File: src/rtl/ps2_event_ctrl.sv
// PS/2 scan-code event controller: pops keyboard FIFO bytes, folds E0/F0 prefixes into key events.
// Optional typematic repeat filter enabled by defining PS2_REPEAT_FILTER_EN.
module ps2_event_ctrl #(
  parameter int COUNT_W = 8
) (
  input  logic               clk,
  input  logic               rst,
  input  logic               kb_ready,
  input  logic [7:0]         kb_data,
  input  logic               kb_overflow,
  output logic               kb_nextdata_n,
  output logic               evt_valid,
  input  logic               evt_ready,
  output logic [7:0]         evt_code,
  output logic               evt_break,
  output logic               evt_ext,
  output logic [COUNT_W-1:0] press_count,
  output logic               err
);

  typedef enum logic [1:0] {
    IDLE,
    POP,
    DECODE,
    EMIT
  } state_t;

  state_t     state;
  logic [7:0] byte_q;
  logic       ext_q;
  logic       brk_q;
  logic       drop;

`ifdef PS2_REPEAT_FILTER_EN
  logic [8:0] last_q;
  logic       last_vld;

  // a press equal to the last accepted press is a typematic repeat
  assign drop = !brk_q && last_vld && (last_q == {ext_q, byte_q});
`else
  assign drop = 1'b0;
`endif

  assign kb_nextdata_n = (state != POP);
  assign evt_valid     = (state == EMIT);

  always_ff @(posedge clk or posedge rst) begin
    if (rst) begin
      state       <= IDLE;
      byte_q      <= 8'h00;
      ext_q       <= 1'b0;
      brk_q       <= 1'b0;
      evt_code    <= 8'h00;
      evt_break   <= 1'b0;
      evt_ext     <= 1'b0;
      press_count <= '0;
      err         <= 1'b0;
`ifdef PS2_REPEAT_FILTER_EN
      last_q      <= 9'h000;
      last_vld    <= 1'b0;
`endif
    end else begin
      if (kb_overflow) err <= 1'b1;
      unique case (state)
        IDLE: begin
          if (kb_ready) state <= POP;
        end
        POP: begin
          byte_q <= kb_data;
          state  <= DECODE;
        end
        DECODE: begin
          state <= IDLE;
          if (byte_q == 8'hE0) begin
            ext_q <= 1'b1;
          end else if (byte_q == 8'hF0) begin
            brk_q <= 1'b1;
          end else if (byte_q == 8'h00 || byte_q == 8'hFF || drop) begin
            ext_q <= 1'b0;
            brk_q <= 1'b0;
          end else begin
            evt_code  <= byte_q;
            evt_ext   <= ext_q;
            evt_break <= brk_q;
            state     <= EMIT;
          end
        end
        EMIT: begin
          if (evt_ready) begin
            ext_q <= 1'b0;
            brk_q <= 1'b0;
            state <= IDLE;
            if (!evt_break) press_count <= press_count + COUNT_W'(1);
`ifdef PS2_REPEAT_FILTER_EN
            if (!evt_break) begin
              last_q   <= {evt_ext, evt_code};
              last_vld <= 1'b1;
            end else if (last_q == {evt_ext, evt_code}) begin
              last_vld <= 1'b0;
            end
`endif
          end
        end
        default: state <= IDLE;
      endcase
    end
  end

endmodule

File: config.mk
export PLATFORM = sky130hd
export DESIGN_NAME = ps2_event_ctrl
export DESIGN_NICKNAME = d
export VERILOG_FILES = /design/src/rtl/ps2_event_ctrl.sv
export SDC_FILE = /design/constraint.sdc
export NUM_CORES = 1
export LEC_CHECK = 0
export BUFFER_PORTS_ARGS = -buffer_cell sky130_fd_sc_hd__buf_4
export CORE_ASPECT_RATIO = 1.75
export CORE_MARGIN = 10
export CORE_UTILIZATION = 58
export CTS_BUF_LIST = sky130_fd_sc_hd__clkbuf_2
export DETAILED_ROUTE_END_ITERATION = 8
export PLACE_DENSITY = 0.86
export RECOVER_POWER = 50
export SYNTH_ARGS = -nofsm -noshare
export SYNTH_HDL_FRONTEND = slang
export SYNTH_SLANG_ARGS = --single-unit
File: constraint.sdc
create_clock -name clk -period 4.51 [get_ports clk]
set_input_delay 0.6765 -clock clk [delete_from_list [all_inputs] [get_ports clk]]
set_output_delay 0.6765 -clock clk [all_outputs]
set_load 0.05 [all_outputs]
==> key figures, run 1 <==
Status
  – Status: complete, no violations

Logic synthesis
  – Yosys reg bits: 31
  – Synth cell types: 34
  – Adder-cell share of the synthesized area: 0.00913
  – Post-Synth Simple-Gate Area: 0.111
  – Post-synthesis sequential area ratio: 0.566
  – Post-Synthesis Cells: between 100 and 150
  – Synth Warn #: 0
  – Synth Area in XOR/XNOR: 0.0447
  – Ys flop type: dfrtp_1
  – Post-Syn Nets: roughly 120
  – Async SR Flop Fraction: 1.00
  – Post-synthesis compound-gate area fraction: 0.0667
  – Post-synth EDFFs: 0
  – Area leader, netlist: dfrtp_1
  – Post-synthesis mux area share: 0.167
  – Post-Syn Area: 0.00137 sq mm
  – Top cell type's share of synthesized area: 0.566
  – Main combinational cell family by area after synthesis: multiplexers
  – Post-synthesis area per instance: roughly 13 sq um
  – Synth area leaders: dfrtp_1 57%, mux2_4 7.7%, mux2_2 5.8%, mux2_1 3.3%, xor2_1 2.6%

Die
  – Die span in y: between 80 and 90 um
  – Die ar.: roughly 0.0048 sq mm
  – CORE AREA: 0.00227 sq mm
  – Initial Util: 0.603
  – Num ports: 34
  – Die Wd: about 57 um
  – Row cnt: 23

Finish
  – Reg area: 776 sq um
  – Commonest cells after routing, fill and taps aside: 32 x buf_4, 31 x dfrtp_1, 7 x mux2_4, 7 x mux2_2, 6 x nand2_1
  – Final Util: 0.741
  – Synthesis-to-layout area growth: 22.9%
  – Final nets: 158
  – Area of the multi-input gates: between 500 and 600 sq um
  – ANT cells: 0
  – Layout fillers: about 170
  – Commonest non-fill, non-tap cell in the layout: buf_4
  – Share of cells above drive strength 1: 0.393

Routing
  – DRT Pass-1 Iters: 4
  – Total number of vias: 940
  – DRT antenna net count: 0
  – DR iter-0 viols: 32
  – Drt drc: 0
  – Routed len/inst: approximately 16 um
  – Vias per Instance: between 5 and 6
  – Final WL: approximately 2800 um

Job
  – Max-cap violations: 0

Clock tree
  – CTS Buf Count: 5
  – Hold buffer count at CTS: 0
  – CTS tree: done
  – CTS root buffer: clkbuf_2
  – Clock transition at path regs: between 0.15 and 0.2 ns
  – Sink Count: 31
  – # resized after CTS: 0
  – # H-tree levels: 2
  – CTS max path bufs: 2
  – Worst skew pair latency: ~0.37 ns
  – Post-CTS setup repair buffer count: 0

Placed design
  – Dpl hpwl: approximately 2100 um
  – Number of I/O port buffers: 33
  – Place WS: between 2 and 3 ns
  – RePlAce Congestion: roughly 0.84

STA
  – Final WS setup: around 2.3 ns
  – Final Hold Viols: 0
  – TNS Setup: 0 ns
  – Minimum clock period after layout: ~2.2 ns
  – Slew Viols, Final: 0
  – Worst-margin pin slew: around 1.1 ns
  – Hold Worst Slack: between 0.4 and 0.5 ns
  – Final period util: 0.488
  – Unrepaired setup endpoints after global routing: no
  – Maximum clock rate: ~450 MHz
  – Rel. slew slack: 0.242
  – Final Setup Violations: 0
  – Worst Skew: 0.0157 ns

Min path
  – Hold crit path type: reg2reg

Pwr
  – Cell area power density: 804 mW/mm^2
  – Lkg Pwr: 0.806 nW
  – Max VDD drop: approximately 0.61 mV

Setup path
  – Crit. End Element: output pin
  – Setup crit start kind: register
  – Critical path fanouts, max: 9
  – Type of the worst setup path: reg2out
  – Worst EP required: around 3.8 ns
  – CP arrival: around 1.5 ns

Global route
  – Maximum number of pins on one net before global-route repair: 32
  – Vias in the first global route: around 1,000
  – Grt total ovfl: 0
  – Initial antenna violation count: 0
  – First-pass GRT wire length: 4760 um
  – GRT Util Overall: 0.123
## state kept, by name, summed over array words and instances, names as in the netlist
| register | count |
|---|---|
| evt_break | 1 |
| state | 2 |
| err | 1 |
| brk_q | 1 |
| press_count | 8 |
| evt_ext | 1 |
| evt_code | 8 |
| byte_q | 8 |
| ext_q | 1 |
## routing by layer
metal	track usage	vias to the layer above	part of all wire
met5	0	-	0
met4	0.0515	0	0.019
met3	0.0528	6	0.077
met2	0.223	30	0.56
met1	0.113	456	0.35
li1	-	448	-
## final timing paths
path | slack (ns) | from | cells past startpoint | endpoint
max in group asynchronous | 3.23 | rst | 2 | byte_q[6]
worst min register to register | 0.49 | press_count[7] | 1 | press_count[7]
worst max register to register | 2.60 | state[1] | 4 | evt_code[0]
min in group asynchronous | 0.59 | rst | 2 | press_count[2]
worst min-delay path | 0.49 | press_count[7] | 1 | press_count[7]
worst max-delay path | 2.31 | state[1] | 2 | kb_nextdata_n
## Yosys cell counts (3+ instances only)
library cell   n
mux2_1         4
xor2_1         4
nor2_1         4
mux2_2         7
nand2_1        6
a21oi_1        3
nand4_1        4
xnor2_1        3
o21ai_0        4
inv_1          5
mux2_4         7
dfrtp_1       31
## cells by family (layout without fill, tap and decap cells)
kind of cell	Yosys count	in the layout
flip-flops	31	31
XOR/XNOR	7	7
AND/OR/NAND/NOR	28	28
AO/OA/AOI/OAI	14	14
buffers and inverters	10	46
multiplexers	18	18
adder cells (fa/ha/maj)	1	1
## worst max-delay path, stage by stage, from the launching register on
cell	delay, ns
dfrtp_1	0.49
nand2b_1	0.40
buf_4	0.28
## where the power goes
group | total, mW | internal (mW) | switching [mW]
registers | 0.501 | 0.389 | 0.113
logic | 0.667 | 0.269 | 0.399
clock network | 0.185 | 0.0913 | 0.0937
total | 1.35 | 0.749 | 0.605
## final cells by class
type                            instances  area share
Multi-Input combinational cell         68       0.325
Timing Repair Buffer                   33       0.147
Clock inverter                          3      0.0230
Tap cell                               25      0.0186
Sequential cell                        31       0.461
Clock buffer                            5      0.0149
Inverter                                5      0.0111
## metrics by stage
step | cell area (sq um) | power, mW | cells
floorplan | 1370 | 1.01 | 109
global placement | 1620 | 1.16 | 162
detailed placement | 1620 | 1.18 | 162
CTS | 1680 | 1.37 | 170
global route | 1680 | 1.44 | 170
finish | 1680 | 1.35 | 170
No activity file was read; power rests on OpenSTA's default activity.
==> run 2, diff against run 1 <==
--- a/config.mk
+++ b/config.mk
@@ -8,10 +8,10 @@
 export BUFFER_PORTS_ARGS = -buffer_cell sky130_fd_sc_hd__buf_4
 export CORE_ASPECT_RATIO = 1.75
 export CORE_MARGIN = 10
-export CORE_UTILIZATION = 58
+export CORE_UTILIZATION = 54
 export CTS_BUF_LIST = sky130_fd_sc_hd__clkbuf_2
 export DETAILED_ROUTE_END_ITERATION = 8
-export PLACE_DENSITY = 0.86
+export PLACE_DENSITY = 0.81
 export RECOVER_POWER = 50
 export SYNTH_ARGS = -nofsm -noshare
 export SYNTH_HDL_FRONTEND = slang
==> constraint.sdc (replaced) <==
create_clock -name clk -period 2.2 [get_ports clk]
set_input_delay 0.33 -clock clk [delete_from_list [all_inputs] [get_ports clk]]
set_output_delay 0.33 -clock clk [all_outputs]
set_load 0.05 [all_outputs]
==> run 2 against run 1 <==
Net effect: cell count grew 2.4%; non-clock buffer count grew 3; via count grew 0.21%; core utilization shrank 6.6 points; global-route usage grew 0.48 points; register-to-register slack lost 2.3 ns; critical path type unchanged; critical endpoint unchanged; largest cell class unchanged; highest routed layer unchanged.
==> key figures, run 2 (same netlist as run 1, synthesis figures left out) <==
STA
  – TNS Setup: 0 ns
  – Unrepaired setup endpoints after global routing: no
  – Maximum clock rate: approximately 530 MHz
  – Final period util: 0.855
  – Rel. slew slack: 0.504
  – Slew Viols, Final: 0
  – Final Setup Violations: 0
  – Final Hold Viols: 0
  – Hold Worst Slack: between 0.1 and 0.15 ns
  – Worst Skew: between 0.02 and 0.025 ns
  – Minimum clock period after layout: 1.88 ns
  – Worst-margin pin slew: between 0.7 and 0.8 ns

Setup path
  – Worst path buffer plus inverter count: 2
  – Slowest stage delay, CP: ~0.40 ns
  – Crit. End Element: output pin
  – Delay-heaviest family, CP: buffers and inverters
  – Register-to-Register Path Depth: 4
  – CP Depth: 3
  – Setup slack, reg-to-reg: 0.34 ns
  – R2r endpoint: evt_code[7]
  – Type of the worst setup path: reg2out
  – Critical path fanouts, max: 9
  – RR Startpoint: byte_q[1]
  – Worst-path cell chain: buf_4 -> nand2b_1 -> buf_4
  – Worst EP required: ~1.9 ns
  – Critical path's most frequent cell: buf_4
  – CP arrival: approximately 1.6 ns
  – Setup crit start kind: register
  – CP max stage cell: dfrtp_1

Pwr
  – P_int: approximately 1.4 mW
  – Clock Power Share: 0.104
  – Lkg Pwr: between 0.7 and 0.8 nW
  – Cell area power density: ~1600 mW/mm^2
  – Reg power frac: 0.384
  – Max VDD drop: between 0.9 and 1 mV
  – Sw Share: 0.468
  – Combinational Power Share: 0.512
  – Psw: between 1 and 1.5 mW

Job
  – Max-cap violations: 0

Die
  – Num ports: 34
  – CORE AREA: 0.00246 sq mm
  – Die ar.: approximately 0.005 sq mm
  – Row cnt: 24
  – Initial Util: 0.556
  – Die span in y: approximately 87 um
  – Die Wd: 58.1 um

Clock tree
  – Clock transition at path regs: between 0.15 and 0.2 ns
  – CTS root buffer: clkbuf_2
  – # H-tree levels: 2
  – Sink Count: 31
  – CTS tree: done
  – CTS Buf Count: 5
  – Worst skew pair latency: 0.39 ns
  – CTS max path bufs: 2
  – # resized after CTS: 0

Placed design
  – RePlAce Congestion: 0.876
  – Dpl hpwl: between 2000 and 2500 um
  – Number of I/O port buffers: 33
  – DP Area: 0.00164 sq mm

Routing
  – Total number of vias: around 940
  – DRT antenna net count: 0
  – Drt drc: 0
  – Final WL: between 2000 and 3000 um
  – DRT Pass-1 Iters: 4
  – Vias per Instance: between 5 and 6
  – Routed len/inst: around 16 um
  – DR iter-0 viols: 15

Global route
  – Maximum number of pins on one net before global-route repair: 32
  – GRT Util Overall: 0.127
  – M1 GR Usage: 0.125
  – First-pass GRT wire length: just under 5000 um
  – Initial antenna violation count: 0
  – Grt total ovfl: 0
  – Gr busiest metal: met2
  – Vias in the first global route: around 1,100
  – Met3 usage: 0.0644
  – M2 GR Usage: 0.212

Finish
  – Commonest cells after routing, fill and taps aside: 31 x dfrtp_1, 27 x buf_4, 8 x clkbuf_2
  – Regs by FF count: byte_q (8), evt_code (8), press_count (8)
  – ANT cells: 0
  – Fin area: 0.00166 sq mm
  – Synthesis-to-layout area growth: 21.3%
  – Final nets: around 160
  – Share of cells above drive strength 1: 0.365
  – Commonest non-fill, non-tap cell in the layout: dfrtp_1

Min path
  – Hold crit path type: in2reg
  – Worst hold endpoint: err
  – Worst hold path startpoint: kb_overflow
  – Worst Hold Depth: 2

Status
  – Status: complete, no violations
-- run 2: how the worst max path moves through the flow --
stage               startpoint       endpoint  slack, ns
finish                state[1]  kb_nextdata_n       0.32
global route          state[0]    evt_code[0]       0.21
CTS                   state[1]  kb_nextdata_n       0.29
detailed placement    state[0]      evt_break       0.35
global placement     byte_q[1]      evt_break       0.42
floorplan             state[0]      byte_q[0]       0.42
-- run 2: final cells by class --
type	instances	area, sq um
Tap cell	26	32.5
Multi-Input combinational cell	68	547
Clock buffer	7	35.0
Inverter	5	18.8
Clock inverter	1	5.00
Fill cell	211	801
Timing Repair Buffer	36	248
Sequential cell	31	776
-- run 2: what timing repair did --
action | in CTS | in global routing
hold buffers | 1 | 0
endpoints found under the hold margin | 8 | 0
setup buffers | 0 | 0
-- run 2: power by group through the flow --
stage	logic (mW)	registers (mW)	clock network, mW
6_report	1.36	1.02	0.275
5_1_grt	1.45	1.06	0.314
4_1_cts	1.42	1.02	0.285
3_5_place_dp	1.41	1.03	0
3_3_place_gp	1.38	1.02	0
2_1_floorplan	0.669	1.39	0
-- run 2: through the flow --
stage	total power, mW	instances	utilization	setup slack [ns]
floorplan	2.06	109	-	0.423
global placement	2.40	165	0.665	0.415
detailed placement	2.44	165	0.665	0.353
CTS	2.72	174	0.685	0.286
global route	2.83	174	0.675	0.212
finish	2.65	174	0.675	0.320
-- run 2: metal layers --
metal	share of wire	vias to the layer above	routed length (um)
met5	0	-	0
met4	0.022	0	63
met3	0.075	7	210
met2	0.52	28	1450
met1	0.39	446	1080
li1	-	461	-
==> run 3, diff against run 2 <==
--- a/config.mk
+++ b/config.mk
@@ -8,10 +8,9 @@
 export BUFFER_PORTS_ARGS = -buffer_cell sky130_fd_sc_hd__buf_4
 export CORE_ASPECT_RATIO = 1.75
 export CORE_MARGIN = 10
-export CORE_UTILIZATION = 54
-export CTS_BUF_LIST = sky130_fd_sc_hd__clkbuf_2
+export CORE_UTILIZATION = 51
 export DETAILED_ROUTE_END_ITERATION = 8
-export PLACE_DENSITY = 0.81
+export PLACE_DENSITY = 0.77
 export RECOVER_POWER = 50
 export SYNTH_ARGS = -nofsm -noshare
 export SYNTH_HDL_FRONTEND = slang
==> run 3 against run 2 <==
Net effect: the run now ends with capacitance limit, slew limit left; critical path depth up 1; combinational power about the same; clock skew down 0.016 ns; maximum frequency up 2.7%; worst setup slack better by 0.050 ns; wire length up 2.0%.
==> key figures, run 3 (same netlist as run 1, synthesis figures left out) <==
Finish
  – Commonest cells after routing, fill and taps aside: 31 x dfrtp_1, 25 x buf_4, 9 x clkbuf_1
  – ANT cells: 0
  – Final nets: 160
  – Commonest non-fill, non-tap cell in the layout: dfrtp_1
  – Regs by FF count: byte_q (8), evt_code (8), press_count (8)
  – Fin area: approximately 0.0017 sq mm
  – Synthesis-to-layout area growth: 24.6%
  – Share of cells above drive strength 1: 0.347
  – Layout fillers: around 210

Die
  – Die ar.: 0.00524 sq mm
  – CORE AREA: between 0.002 and 0.003 sq mm
  – Die Wd: 59.2 um
  – Row cnt: 24
  – Die span in y: between 80 and 90 um
  – Initial Util: 0.543
  – Num ports: 34

Pwr
  – Cell area power density: between 1500 and 2000 mW/mm^2
  – Lkg Pwr: 0.792 nW
  – Pwr Total: around 2.9 mW
  – Max VDD drop: approximately 1.1 mV

Placed design
  – Number of I/O port buffers: 33
  – RePlAce Congestion: about 0.87
  – Dpl hpwl: approximately 2200 um
  – Place WS: approximately 0.37 ns
  – DP Area: about 0.0016 sq mm

Setup path
  – CP Depth: 4
  – RR Startpoint: byte_q[1]
  – Critical Path Sink: evt_code[0]
  – Type of the worst setup path: reg2reg
  – CP max stage cell: or4_1
  – Worst path buffer plus inverter count: 0
  – Setup slack, reg-to-reg: roughly 0.37 ns
  – Worst-path cell chain: or4_1 -> a21oi_2 -> nor2_2 -> mux2_1
  – Delay-heaviest family, CP: simple AND/OR/NAND/NOR gates
  – Slowest stage delay, CP: ~0.65 ns
  – R2r endpoint: evt_code[0]
  – Worst EP required: between 2 and 2.5 ns
  – Register-to-Register Path Depth: 4
  – Setup crit start kind: register
  – Worst Setup SP: byte_q[1]
  – Crit. End Element: register
  – CP arrival: approximately 2.0 ns
  – Critical path fanouts, max: 12

Min path
  – Hold crit path type: in2reg

STA
  – Final Hold Viols: 0
  – Final period util: 0.832
  – Worst Skew: about 0.0070 ns
  – Unrepaired setup endpoints after global routing: no
  – Worst-margin pin slew: approximately 1.6 ns
  – TNS Setup: 0 ns
  – Minimum clock period after layout: 1.83 ns
  – Final Setup Violations: 0
  – Final WS setup: 0.369 ns
  – Rel. slew slack: -0.0939
  – Maximum clock rate: ~550 MHz
  – Slew Viols, Final: 32

Routing
  – DR iter-0 viols: 9
  – Final WL: between 2000 and 3000 um
  – DRT antenna net count: 0
  – Vias per Instance: ~5.5
  – Routed len/inst: about 17 um
  – Total number of vias: 950
  – DRT Pass-1 Iters: 6
  – Drt drc: 0

Global route
  – Grt total ovfl: 0
  – First-pass GRT wire length: around 4700 um
  – Maximum number of pins on one net before global-route repair: 32
  – GRT Util Overall: 0.115
  – Initial antenna violation count: 0
  – Vias in the first global route: ~1,000

Clock tree
  – Post-CTS setup repair buffer count: 0
  – Hold buffer count at CTS: 0
  – # resized after CTS: 0
  – CTS root buffer: clkbuf_8
  – CTS tree: done
  – CTS Buf Count: 5
  – Clock transition at path regs: ~0.070 ns
  – Sink Count: 31
  – # H-tree levels: 2
  – Worst skew pair latency: around 0.28 ns
  – CTS max path bufs: 2

Job
  – Max-cap violations: 1

Status
  – Failing checks: capacitance limit, slew limit
  – Status: finished with violations
==> run 3: how the worst min path moves through the flow <==
stage,from,slack [ns],endpoint,depth (start not counted)
3_3_place_gp,rst,0.43,press_count[7],3
3_5_place_dp,rst,0.44,press_count[7],3
2_1_floorplan,rst,0.43,brk_q,1
4_1_cts,rst,0.14,err,3
5_1_grt,kb_overflow,0.24,err,2
6_report,kb_overflow,0.24,err,2
==> run 3: cell type report <==
class | instances | area (sq um) | share of cell area
multi-input cells | 68 | 547 | 0.320
well taps | 26 | 32.5 | 0.0191
repair buffers | 35 | 229 | 0.134
inverters | 5 | 18.8 | 0.0110
clock buffers | 7 | 96.3 | 0.0565
clock inverters | 1 | 7.51 | 0.00440
flip-flops and latches | 31 | 776 | 0.455
==> run 3: where the power goes <==
| group | switching (mW) | total [mW] | internal, mW |
|---|---|---|---|
| clock network | 0.206 | 0.490 | 0.284 |
| logic | 0.835 | 1.36 | 0.523 |
| registers | 0.219 | 1.02 | 0.801 |
| total | 1.26 | 2.87 | 1.61 |
==> run 3: per-layer routing <==
metal | routed length [um] | share of wire | global-route usage | vias to the layer above
met5 | 0 | 0 | 0 | -
li1 | - | - | - | 458
met2 | 1560 | 0.54 | 0.204 | 28
met4 | 63 | 0.022 | 0.0566 | 0
met3 | 210 | 0.073 | 0.0459 | 5
met1 | 1030 | 0.36 | 0.109 | 459
==> run 3: stage by stage <==
stage	util	std cells	hold WS (ns)
2_1_floorplan	-	109	0.434
3_3_place_gp	0.649	165	0.429
3_5_place_dp	0.649	165	0.441
4_1_cts	0.690	173	0.136
5_1_grt	0.677	173	0.239
6_report	0.677	173	0.240
